===== src/rtl/urv_dm_wb_master.sv =====
// Data-memory responder for the uRV pipeline: one load/store request becomes
// one Wishbone-pipelined transfer, with a response timeout and error signalling.
module urv_dm_wb_master #(
    parameter int unsigned g_timeout  = 256,
    parameter logic [31:0] g_err_data = 32'hDEADBEEF
) (
    input  logic        clk_i,
    input  logic        rst_i,
    input  logic [31:0] dm_addr_i,
    input  logic [31:0] dm_data_s_i,
    input  logic [3:0]  dm_data_select_i,
    input  logic        dm_load_i,
    input  logic        dm_store_i,
    output logic [31:0] dm_data_l_o,
    output logic        dm_load_done_o,
    output logic        dm_store_done_o,
    output logic        dm_busy_o,
    output logic        dm_bus_err_o,
    output logic        wb_cyc_o,
    output logic        wb_stb_o,
    output logic        wb_we_o,
    output logic [31:0] wb_adr_o,
    output logic [3:0]  wb_sel_o,
    output logic [31:0] wb_dat_o,
    input  logic [31:0] wb_dat_i,
    input  logic        wb_ack_i,
    input  logic        wb_err_i,
    input  logic        wb_stall_i
);

    localparam int unsigned CW = $clog2(g_timeout);

    typedef enum logic [1:0] {
        S_IDLE  = 2'd0,
        S_ISSUE = 2'd1,
        S_WAIT  = 2'd2,
        S_DONE  = 2'd3
    } state_t;

    state_t         r_state;
    state_t         w_next;
    logic [CW-1:0]  r_cnt;
    logic           r_we;
    logic           r_err;
    logic [31:0]    r_adr;
    logic [3:0]     r_sel;
    logic [31:0]    r_dat;
    logic [31:0]    r_data_l;
    logic           w_req;
    logic           w_tmo;
    logic           w_fin_err;
    logic           w_unused;

    assign w_req    = dm_load_i | dm_store_i;
    assign w_tmo    = (r_cnt == CW'(g_timeout - 1));
    // Byte offset never reaches the bus; the writeback stage extracts lanes.
    assign w_unused = ^dm_addr_i[1:0];

    always_comb begin
        w_next    = r_state;
        w_fin_err = 1'b0;
        case (r_state)
            S_IDLE: begin
                if (w_req) w_next = S_ISSUE;
            end
            S_ISSUE: begin
                // A response is only meaningful once the strobe has been accepted.
                if (w_tmo) begin
                    w_next    = S_DONE;
                    w_fin_err = 1'b1;
                end else if (!wb_stall_i) begin
                    w_next    = (wb_ack_i | wb_err_i) ? S_DONE : S_WAIT;
                    w_fin_err = wb_err_i;
                end
            end
            S_WAIT: begin
                if (wb_ack_i | wb_err_i | w_tmo) begin
                    w_next    = S_DONE;
                    w_fin_err = wb_err_i | w_tmo;
                end
            end
            S_DONE: begin
                w_next = S_IDLE;
            end
            default: begin
                w_next = S_IDLE;
            end
        endcase
    end

    always_ff @(posedge clk_i) begin
        if (rst_i) begin
            r_state  <= S_IDLE;
            r_cnt    <= '0;
            r_we     <= 1'b0;
            r_err    <= 1'b0;
            r_adr    <= '0;
            r_sel    <= '0;
            r_dat    <= '0;
            r_data_l <= '0;
        end else begin
            r_state <= w_next;
            case (r_state)
                S_IDLE: begin
                    if (w_req) begin
                        r_we  <= dm_store_i & ~dm_load_i;
                        r_adr <= {dm_addr_i[31:2], 2'b00};
                        r_sel <= dm_load_i ? 4'hF : dm_data_select_i;
                        r_dat <= dm_data_s_i;
                        r_cnt <= '0;
                        r_err <= 1'b0;
                    end
                end
                S_ISSUE, S_WAIT: begin
                    r_cnt <= r_cnt + 1'b1;
                    if (w_next == S_DONE) begin
                        r_err <= w_fin_err;
                        if (!r_we) r_data_l <= w_fin_err ? g_err_data : wb_dat_i;
                    end
                end
                default: begin
                end
            endcase
        end
    end

    assign wb_cyc_o        = (r_state == S_ISSUE) | (r_state == S_WAIT);
    assign wb_stb_o        = (r_state == S_ISSUE);
    assign wb_we_o         = r_we;
    assign wb_adr_o        = r_adr;
    assign wb_sel_o        = r_sel;
    assign wb_dat_o        = r_dat;
    assign dm_data_l_o     = r_data_l;
    assign dm_busy_o       = (r_state != S_IDLE);
    assign dm_load_done_o  = (r_state == S_DONE) & ~r_we;
    assign dm_store_done_o = (r_state == S_DONE) & r_we;
    assign dm_bus_err_o    = (r_state == S_DONE) & r_err;

endmodule


===== config.mk =====
export PLATFORM = sky130hd
export DESIGN_NAME = urv_dm_wb_master
export DESIGN_NICKNAME = d
export VERILOG_FILES = /design/src/rtl/urv_dm_wb_master.sv
export SDC_FILE = /design/constraint.sdc
export NUM_CORES = 1
export LEC_CHECK = 0
export CAP_MARGIN = 15
export CORE_MARGIN = 3
export CORE_UTILIZATION = 41
export CTS_CLUSTER_SIZE = 25
export DETAILED_ROUTE_END_ITERATION = 6
export GPL_TIMING_DRIVEN = 0
export PLACE_DENSITY = 0.92
export SYNTH_ARGS = -nofsm -noshare
export SYNTH_HDL_FRONTEND = slang
export SYNTH_SLANG_ARGS = --single-unit

===== constraint.sdc =====
create_clock -name clk_i -period 2.44 [get_ports clk_i]
set_input_delay 0.488 -clock clk_i [delete_from_list [all_inputs] [get_ports clk_i]]
set_output_delay 0.488 -clock clk_i [all_outputs]
set_load 0.02 [all_outputs]

# Word level (Yosys, flattened, before mapping)
# Cells that the tools add are included.
# W data, S select, Z words.
dict set report totals {
  output_inout_bits 107
  latch_bits 0
  ram_bits 0
  rom_bits 0
  mem_count 0
  regBits 110
  inputBits 107
}
dict set report classes {
  addsub 1
  order_cmp 0
  eq_ne 7
  reduce_logical 8
  muxes 17
  shift 0
  div 0
  bitwise 11
  mul 0
}
# op count
set ops {}
lappend ops {{$mux W32} 1}
lappend ops {{$pmux W8 S2} 1}
lappend ops {{$add A8 B1 Y8 const B} 1}
lappend ops {{$eq A8 B8 Y1 const B} 1}
lappend ops {{$mux W2} 4}
lappend ops {{$mux W8} 1}
lappend ops {{$pmux W2 S4} 1}
lappend ops {{$eq A2 B2 Y1 const B} 3}
lappend ops {{$mux W1} 6}
lappend ops {{$reduce_and A3 Y1} 2}
lappend ops {{$or A1 B1 Y1} 5}
lappend ops {{$and A1 B1 Y1} 4}
lappend ops {{$mux W4} 1}
lappend ops {{$ne A2 B2 Y1 const B} 2}
lappend ops {{$pmux W1 S2} 2}
lappend ops {{$reduce_and A2 Y1} 2}
lappend ops {{$reduce_bool A2 Y1} 2}
lappend ops {{$eq A2 B1 Y1 const B} 1}
lappend ops {{$logic_not A2 Y1} 1}
lappend ops {{$not A1 Y1} 2}
lappend ops {{$reduce_or A2 Y1} 1}

# Depth between registers and ports, before layout
# Gate-level depths: netlist of the first run.
dict set report depth {
  ltp_word 8
  ltp_mapped 9
  ltp_nobuf 7
}

# Worst setup path before layout of the first run
# Ideal clock, no wire load.
dict set report synth_path {
  path_type {register to register}
  start {register r_state[0]}
  end {register r_data_l[10] (netlist: dm_data_l_o[10])}
  synth_period_minus_slack_ns 2.232
  arrival_ns 2.086
  path_stages_with_launch 10
  setup_time_ns 0.146
  n_path_buf 2
  slack_ns 0.208
  t_required_ns 2.294
  cell_sequence {dfxtp_1 -> inv_1 -> ha_1 -> nor2_2 -> or4b_4 -> a31o_1 -> buf_6 -> buf_2 -> a31oi_1 -> a211oi_2}
}
dict set report synth_via {
  elab_chain_len 5
}
# item line_no
set synth_lines {}
lappend synth_lines {{start, declared} 40} ;# state_t r_state;
lappend synth_lines {{start signal, assigned} 102} ;# r_state <= w_next;
lappend synth_lines {{$mux W2} 71} ;# end else if (!wb_stall_i) begin
lappend synth_lines {{$mux W2} 68} ;# if (w_tmo) begin
lappend synth_lines {{$pmux W2 S4} 62} ;# case (r_state)
lappend synth_lines {{$eq A2 B2 Y1} 116} ;# if (w_next == S_DONE) begin
lappend synth_lines {{$reduce_and A3 Y1 (no line)} -}
lappend synth_lines {{end signal, assigned} 118} ;# if (!r_we) r_data_l <= w_fin_err ? g_err_data : wb_dat_i;
lappend synth_lines {{end, declared} 48} ;# logic [31:0] r_data_l;
# Parallel ways exist; a longest one is shown, timed or not.
# A chain may end at the register's enable or synchronous reset.

# Worst setup path in the final report of the first run
dict set report layout_path {
  start {register r_state[0]}
  end {register r_data_l[25] (netlist: dm_data_l_o[25])}
}
# The elaborated chain is that of the path after synthesis.

==> results.cfg, run 1 <==
[floorplan]
initial_utilization_pct = 42.8
core_mm2 = 0.0105
row_count = 37
dieArea_mm2 = 0.0123
die_y_um = 111
die_w_um = 111
pin_count = 214

[power_and_ir_drop]
total_power_mw = 4.87
power_density_mw_per_mm2 = 695
leakage_nw = 2.56
vdd_ir_drop_max_uv = 435

[global_route]
gr-usage-all-layers_pct = 22.4
antenna_found_initial = 0
grt_max_degree = 19
overflow = 0
grt_pass1_vias = 4683
grt_pass1_wl_um = 23100

[clocking]
holdBufCountCts = 0
htree_levels = 3
cts-buffers-inserted = 9
clock_latency_ns = 0.37
tritoncts = done
cts-root-buf = clkbuf_8
clkTransAtPathRegs_ns = 0.10
clock_sinks = 110
cts_buffer_depth = 2

[cells_and_area]
final_util_pct = 66.7
area_growth_syn_to_layout_pct = 55.9
instances_no_fill = 888
final_layout_size_suffix_gt1_share_pct = 9.84
antenna_cells = 0
num-nets-final = 861
final_common_cell = clkdlybuf4s50_1
final_cell_mix = 205 x clkdlybuf4s50_1, 128 x nand2_1, 108 x dfxtp_1

[sta]
relSlewSlack_pct = 52.1
fin_worst_skew_ns = 0.0137
fin_tns_setup_ns = 0
rsz0062_at_grt = yes
setup_viol = 0
slew_violations = 0
final_hold_viol_count = 0
period_share_pct = 97.8
period_needed_ns = 2.39
worst_slew_pin_slew_ns = 0.719
clock.fmax_ghz = 0.419

[run_status]
outcome = finished, final reports clean

[synth]
yosysWarningCount = 0
yosysSeqAreaShare_pct = 49.0
synth_seq_cells = 110
avgSynthCellArea_um2 = 8.55
synthFlopType = dfxtp_1
async_reset_ff_share_pct = 0
ys_types = 48
synth_area_mm2 = 0.00450
synth-edff-count = 0
syn_inst = 526

[worst_hold_path]
whs_path_depth = 2
min_path_type = flip-flop to flip-flop

[placement]
io_buffer_count = 208
place_inst = 871
dp_hpwl_um = 10900
place.gp.congestion = 0.877

[route]
drt_pass1_iterations = 5
drc = 0
wl_per_cell_um = 16.3
drtAntennaViolNets = 0
avgViaCountPerCell = 5.22
first_iter_violations = 353
via_count = 4636
drt_wl_total_um = 14400

[critical_path]
worst_ep_required_time_ns = 2.66
crit_arrival_ns = 2.61
crit_fanout = 10
reg2regPathDepth = 9
ff2ff_setup_slack_ns = 0.05
endpoint_kind = flip-flop
critPathKind = flip-flop to flip-flop
setup.worst_path.start_class = flip-flop

[job]
maxCapViolCount = 0
==> flip-flops by register name, summed over array words and instances (netlist names) <==
register and cells:
r_state 2, wb_we_o 1, r_cnt 8, wb_adr_o 30, dm_data_l_o 32, wb_dat_o 32, wb_sel_o 4, r_err 1
==> worst max-delay path: stages, from the launching register on <==
cell	delay, ns
dfxtp_4	0.40
inv_1	0.11
ha_2	0.26
nor2_4	0.14
or4b_4	0.49
a31o_1	0.24
buf_6	0.14
buf_2	0.20
a31oi_1	0.20
a211oi_2	0.06
==> worst paths after layout <==
| path | start | endpoint |
|---|---|---|
| setup / recovery | r_state[0] | dm_data_l_o[25] |
| hold / removal | wb_dat_o[19] | wb_dat_o[19] |
| setup reg to reg | r_state[0] | dm_data_l_o[25] |
| hold reg to reg | wb_dat_o[19] | wb_dat_o[19] |
==> logic make-up (layout without fill, tap and decap cells) <==
group                    after synthesis  in the layout  share of synthesized area [%]
AND/OR/NAND/NOR                      197            197                           18.6
AO/OA/AOI/OAI                        150            150                           23.7
flip-flops                           110            110                           49.0
buffers and inverters                 55            280                           5.59
adder cells (fa/ha/maj)                7              7                           1.95
XOR/XNOR                               6              6                           1.17
other                                  1              2                         0.0834
==> cell type report <==
class                      instances  area, µm²
sequential                       110       2210
buffer                            41        209
clock buffer                      11        131
timing repair buffer             209       2090
clock inverter                     5       42.5
multi-input combinational        362       2110
inverter                          14       52.6
fill                             797       3500
tap                              136        170
==> synth_stat cells (all sizes together) (3+ instances only) <==
library cell  count  area [µm²]
nor2b             3        18.8
a211oi           25         288
a31oi            27         184
nand2           128         480
o41ai             8        70.1
xor2              4        35.0
nor2             42         163
dfxtp           110        2200
nand3             4        32.5
inv              14        52.6
buf              16         105
a21oi            66         334
o21ai             4        20.0
o22ai             4        25.0
o311ai            8        70.1
ha                7        87.6
clkbuf           25        93.8
nand4             4        25.0
nor3              5        36.3
==> routing by layer <==
| metal | up-vias | part of all wire [%] | GRT usage, % |
|---|---|---|---|
| li1 | 2260 | - | - |
| met1 | 2145 | 38 | 25.8 |
| met2 | 200 | 52 | 40.5 |
| met3 | 31 | 7.4 | 5.95 |
| met4 | 0 | 2.5 | 6.49 |
| met5 | - | 0 | 0 |
==> power by group <==
| group | switching [mW] | total [mW] | internal, mW |
|---|---|---|---|
| sequential | 0.108 | 2.09 | 1.98 |
| clock | 0.631 | 1.02 | 0.385 |
| combinational | 1.04 | 1.77 | 0.727 |
| total | 1.78 | 4.87 | 3.09 |
==> per-stage QoR <==
stage | setup slack [ns] | hold WS (ns) | instance area [µm²]
6_report | 0.0533 | 0.460 | 7010
5_1_grt | -0.0370 | 0.480 | 7010
4_1_cts | 0.00543 | 0.459 | 6930
3_5_place_dp | -0.280 | 0.445 | 6750
3_3_place_gp | -0.271 | 0.441 | 6750
2_1_floorplan | 0.208 | 0.449 | 4500
==> timing repair <==
item | in CTS | in global routing
endpoints found under the setup margin | 26 | 66
setup buffers | 0 | 1
resized for setup | 6 | 20
pin swaps | 0 | 2
Power figures use the tool's default switching activity.
==> run 2, diff against run 1 <==
==> constraint.sdc (replaced) <==
create_clock -name clk_i -period 2.3 [get_ports clk_i]
set_input_delay 0.46 -clock clk_i [delete_from_list [all_inputs] [get_ports clk_i]]
set_output_delay 0.46 -clock clk_i [all_outputs]
set_load 0.02 [all_outputs]
==> run 2 against run 1 <==
Clock-buffer cell count unchanged. The flow now finishes with violations (negative setup slack). Register-to-register slack got worse by 0.06 ns. Sequential cell count unchanged. Design area grew 1.7%. Critical path depth did not move. Non-clock buffer count is 3 higher. Sequential power increased by 6%. First-iteration DRC count increased by 8.8%. Final cell count grew 0.34%.
==> results.cfg, run 2 (synthesis results as in run 1) <==
[sta]
fin_worst_skew_ns = 0.0148
slew_violations = 0
period_needed_ns = 2.31
setup_viol = 3
fin_ws_ns = -0.00705
clock.fmax_ghz = 0.433
relSlewSlack_pct = 51.3
worst_slew_pin_slew_ns = 0.730
final_hold_viol_count = 0
rsz0062_at_grt = yes
period_share_pct = 100
timing.hold.ws_ns = 0.460

[cells_and_area]
area_growth_syn_to_layout_pct = 58.5
final_cell_mix = 203 x clkdlybuf4s50_1, 128 x nand2_1, 108 x dfxtp_1
num-nets-final = 864
final_common_cell = clkdlybuf4s50_1
num-fill-cells = 785
antenna_cells = 0
final_layout_size_suffix_gt1_share_pct = 11.9

[placement]
io_buffer_count = 208
dp_hpwl_um = 10900
place.gp.congestion = 0.877

[route]
via_count = 4766
first_iter_violations = 384
drt_pass1_iterations = 5
drt_wl_total_um = 14700
wl_met1_um = 5620
wl_per_cell_um = 16.5
avgViaCountPerCell = 5.35
wl_met3_um = 1070
drc = 0
wl_met2_um = 7560
routed.top_layer = met5
drtAntennaViolNets = 0

[worst_hold_path]
min_path_type = flip-flop to flip-flop

[global_route]
antenna_found_initial = 1
grt_max_degree = 19
grt_pass1_vias = 4808
overflow = 0
gr-usage-all-layers_pct = 22.9
grt_pass1_wl_um = 23600

[floorplan]
die_w_um = 111
core_mm2 = 0.0105
initial_utilization_pct = 42.8
pin_count = 214
dieArea_mm2 = 0.0123
row_count = 37
die_y_um = 111

[critical_path]
worst_path_largest_cell_delay_ns = 0.49
crit_family = simple AND/OR/NAND/NOR gates
critPathBufInv = 3
critPathKind = flip-flop to flip-flop
endpoint_kind = flip-flop
crit_path_top_delay_cell = or4b_4
crit_fanout = 10
crit_arrival_ns = 2.53
worstPathCellList = inv_2 > ha_1 > nor2_4 > or4b_4 > a31o_1 > buf_6 > buf_4 > a31oi_2 > a211oi_2
setup.worst_path.start_class = flip-flop
worst_ep_required_time_ns = 2.52

[clocking]
cts_buffer_depth = 2
cts-buffers-inserted = 9
clock_sinks = 110
holdBufCountCts = 0
cts-root-buf = clkbuf_8
clkTransAtPathRegs_ns = 0.10
clock_latency_ns = 0.37
htree_levels = 3
tritoncts = done

[power_and_ir_drop]
power_density_mw_per_mm2 = 736
total_power_mw = 5.25
leakage_nw = 2.63
vdd_ir_drop_max_uv = 461

[run_status]
violations = negative setup slack
outcome = finished with violations

[job]
maxCapViolCount = 0
## run 2: cell types whose count changed in the layout (fill, tap and decap cells not counted), sizes merged
| cell | delta |
|---|---|
| buf | +4 |
| clkdlybuf4s50 | -2 |
| dlymetal6s2s | +2 |
| clkbuf | -1 |
## run 2: timing repair
item,4_1_cts,5_1_grt
buffers inserted,1,4
hold endpoints to repair,0,0
endpoints found under the setup margin,84,70
pin swaps,2,1
resized for setup,19,31
## run 2: worst paths after layout
check / depth (start not counted) / start / end / slack (ns)
max: 9 / r_state[0] / dm_data_l_o[15] / -0.007
min: 2 / wb_dat_o[19] / wb_dat_o[19] / 0.46
max reg2reg: 9 / r_state[0] / dm_data_l_o[15] / -0.007
min reg2reg: 2 / wb_dat_o[19] / wb_dat_o[19] / 0.46
## run 2: final cells by class
class	instances	area, µm²	area share (%)
Multi-Input combinational cell	362	2180	30.6
Timing Repair Buffer	213	2120	29.8
Clock buffer	11	131	1.84
Clock inverter	5	42.5	0.597
Sequential cell	110	2210	31.0
Buffer	40	215	3.02
Inverter	14	52.6	0.737
Tap cell	136	170	2.39
## run 2: worst reg2reg max path, delay by kind of cell, from the launching register on
| family | cells | cell delay (ns) |
|---|---|---|
| simple gates | 2 | 0.63 |
| compound gates | 3 | 0.50 |
| flops | 1 | 0.40 |
| buf+inv | 3 | 0.40 |
| fa+ha+maj | 1 | 0.23 |
## run 2: where the power goes
group	leakage [nW]	switching, mW	total, mW	internal, mW
Clock	0.0845	0.666	1.07	0.408
Combinational	1.65	1.15	1.96	0.812
Sequential	0.902	0.117	2.22	2.10
Total	2.63	1.93	5.25	3.32
## run 2: layer usage
metal	vias to the layer above	track usage, %
met4	2	8.21
li1	2273	-
met1	2221	25.5
met3	46	6.39
met5	-	0
met2	224	41.5
## run 2: per-stage QoR
step | std cells | cell area, µm² | util, % | setup TNS [ns] | setup WS [ns]
5_1_grt | 891 | 7130 | 67.8 | -1.22 | -0.110
2_1_floorplan | 527 | 4500 | - | 0 | 0.0681
3_5_place_dp | 871 | 6750 | 64.3 | -18.43 | -0.392
4_1_cts | 888 | 6990 | 66.5 | 0 | 0.00646
3_3_place_gp | 871 | 6750 | 64.3 | -16.54 | -0.383
6_report | 891 | 7130 | 67.8 | -0.0122 | -0.00705
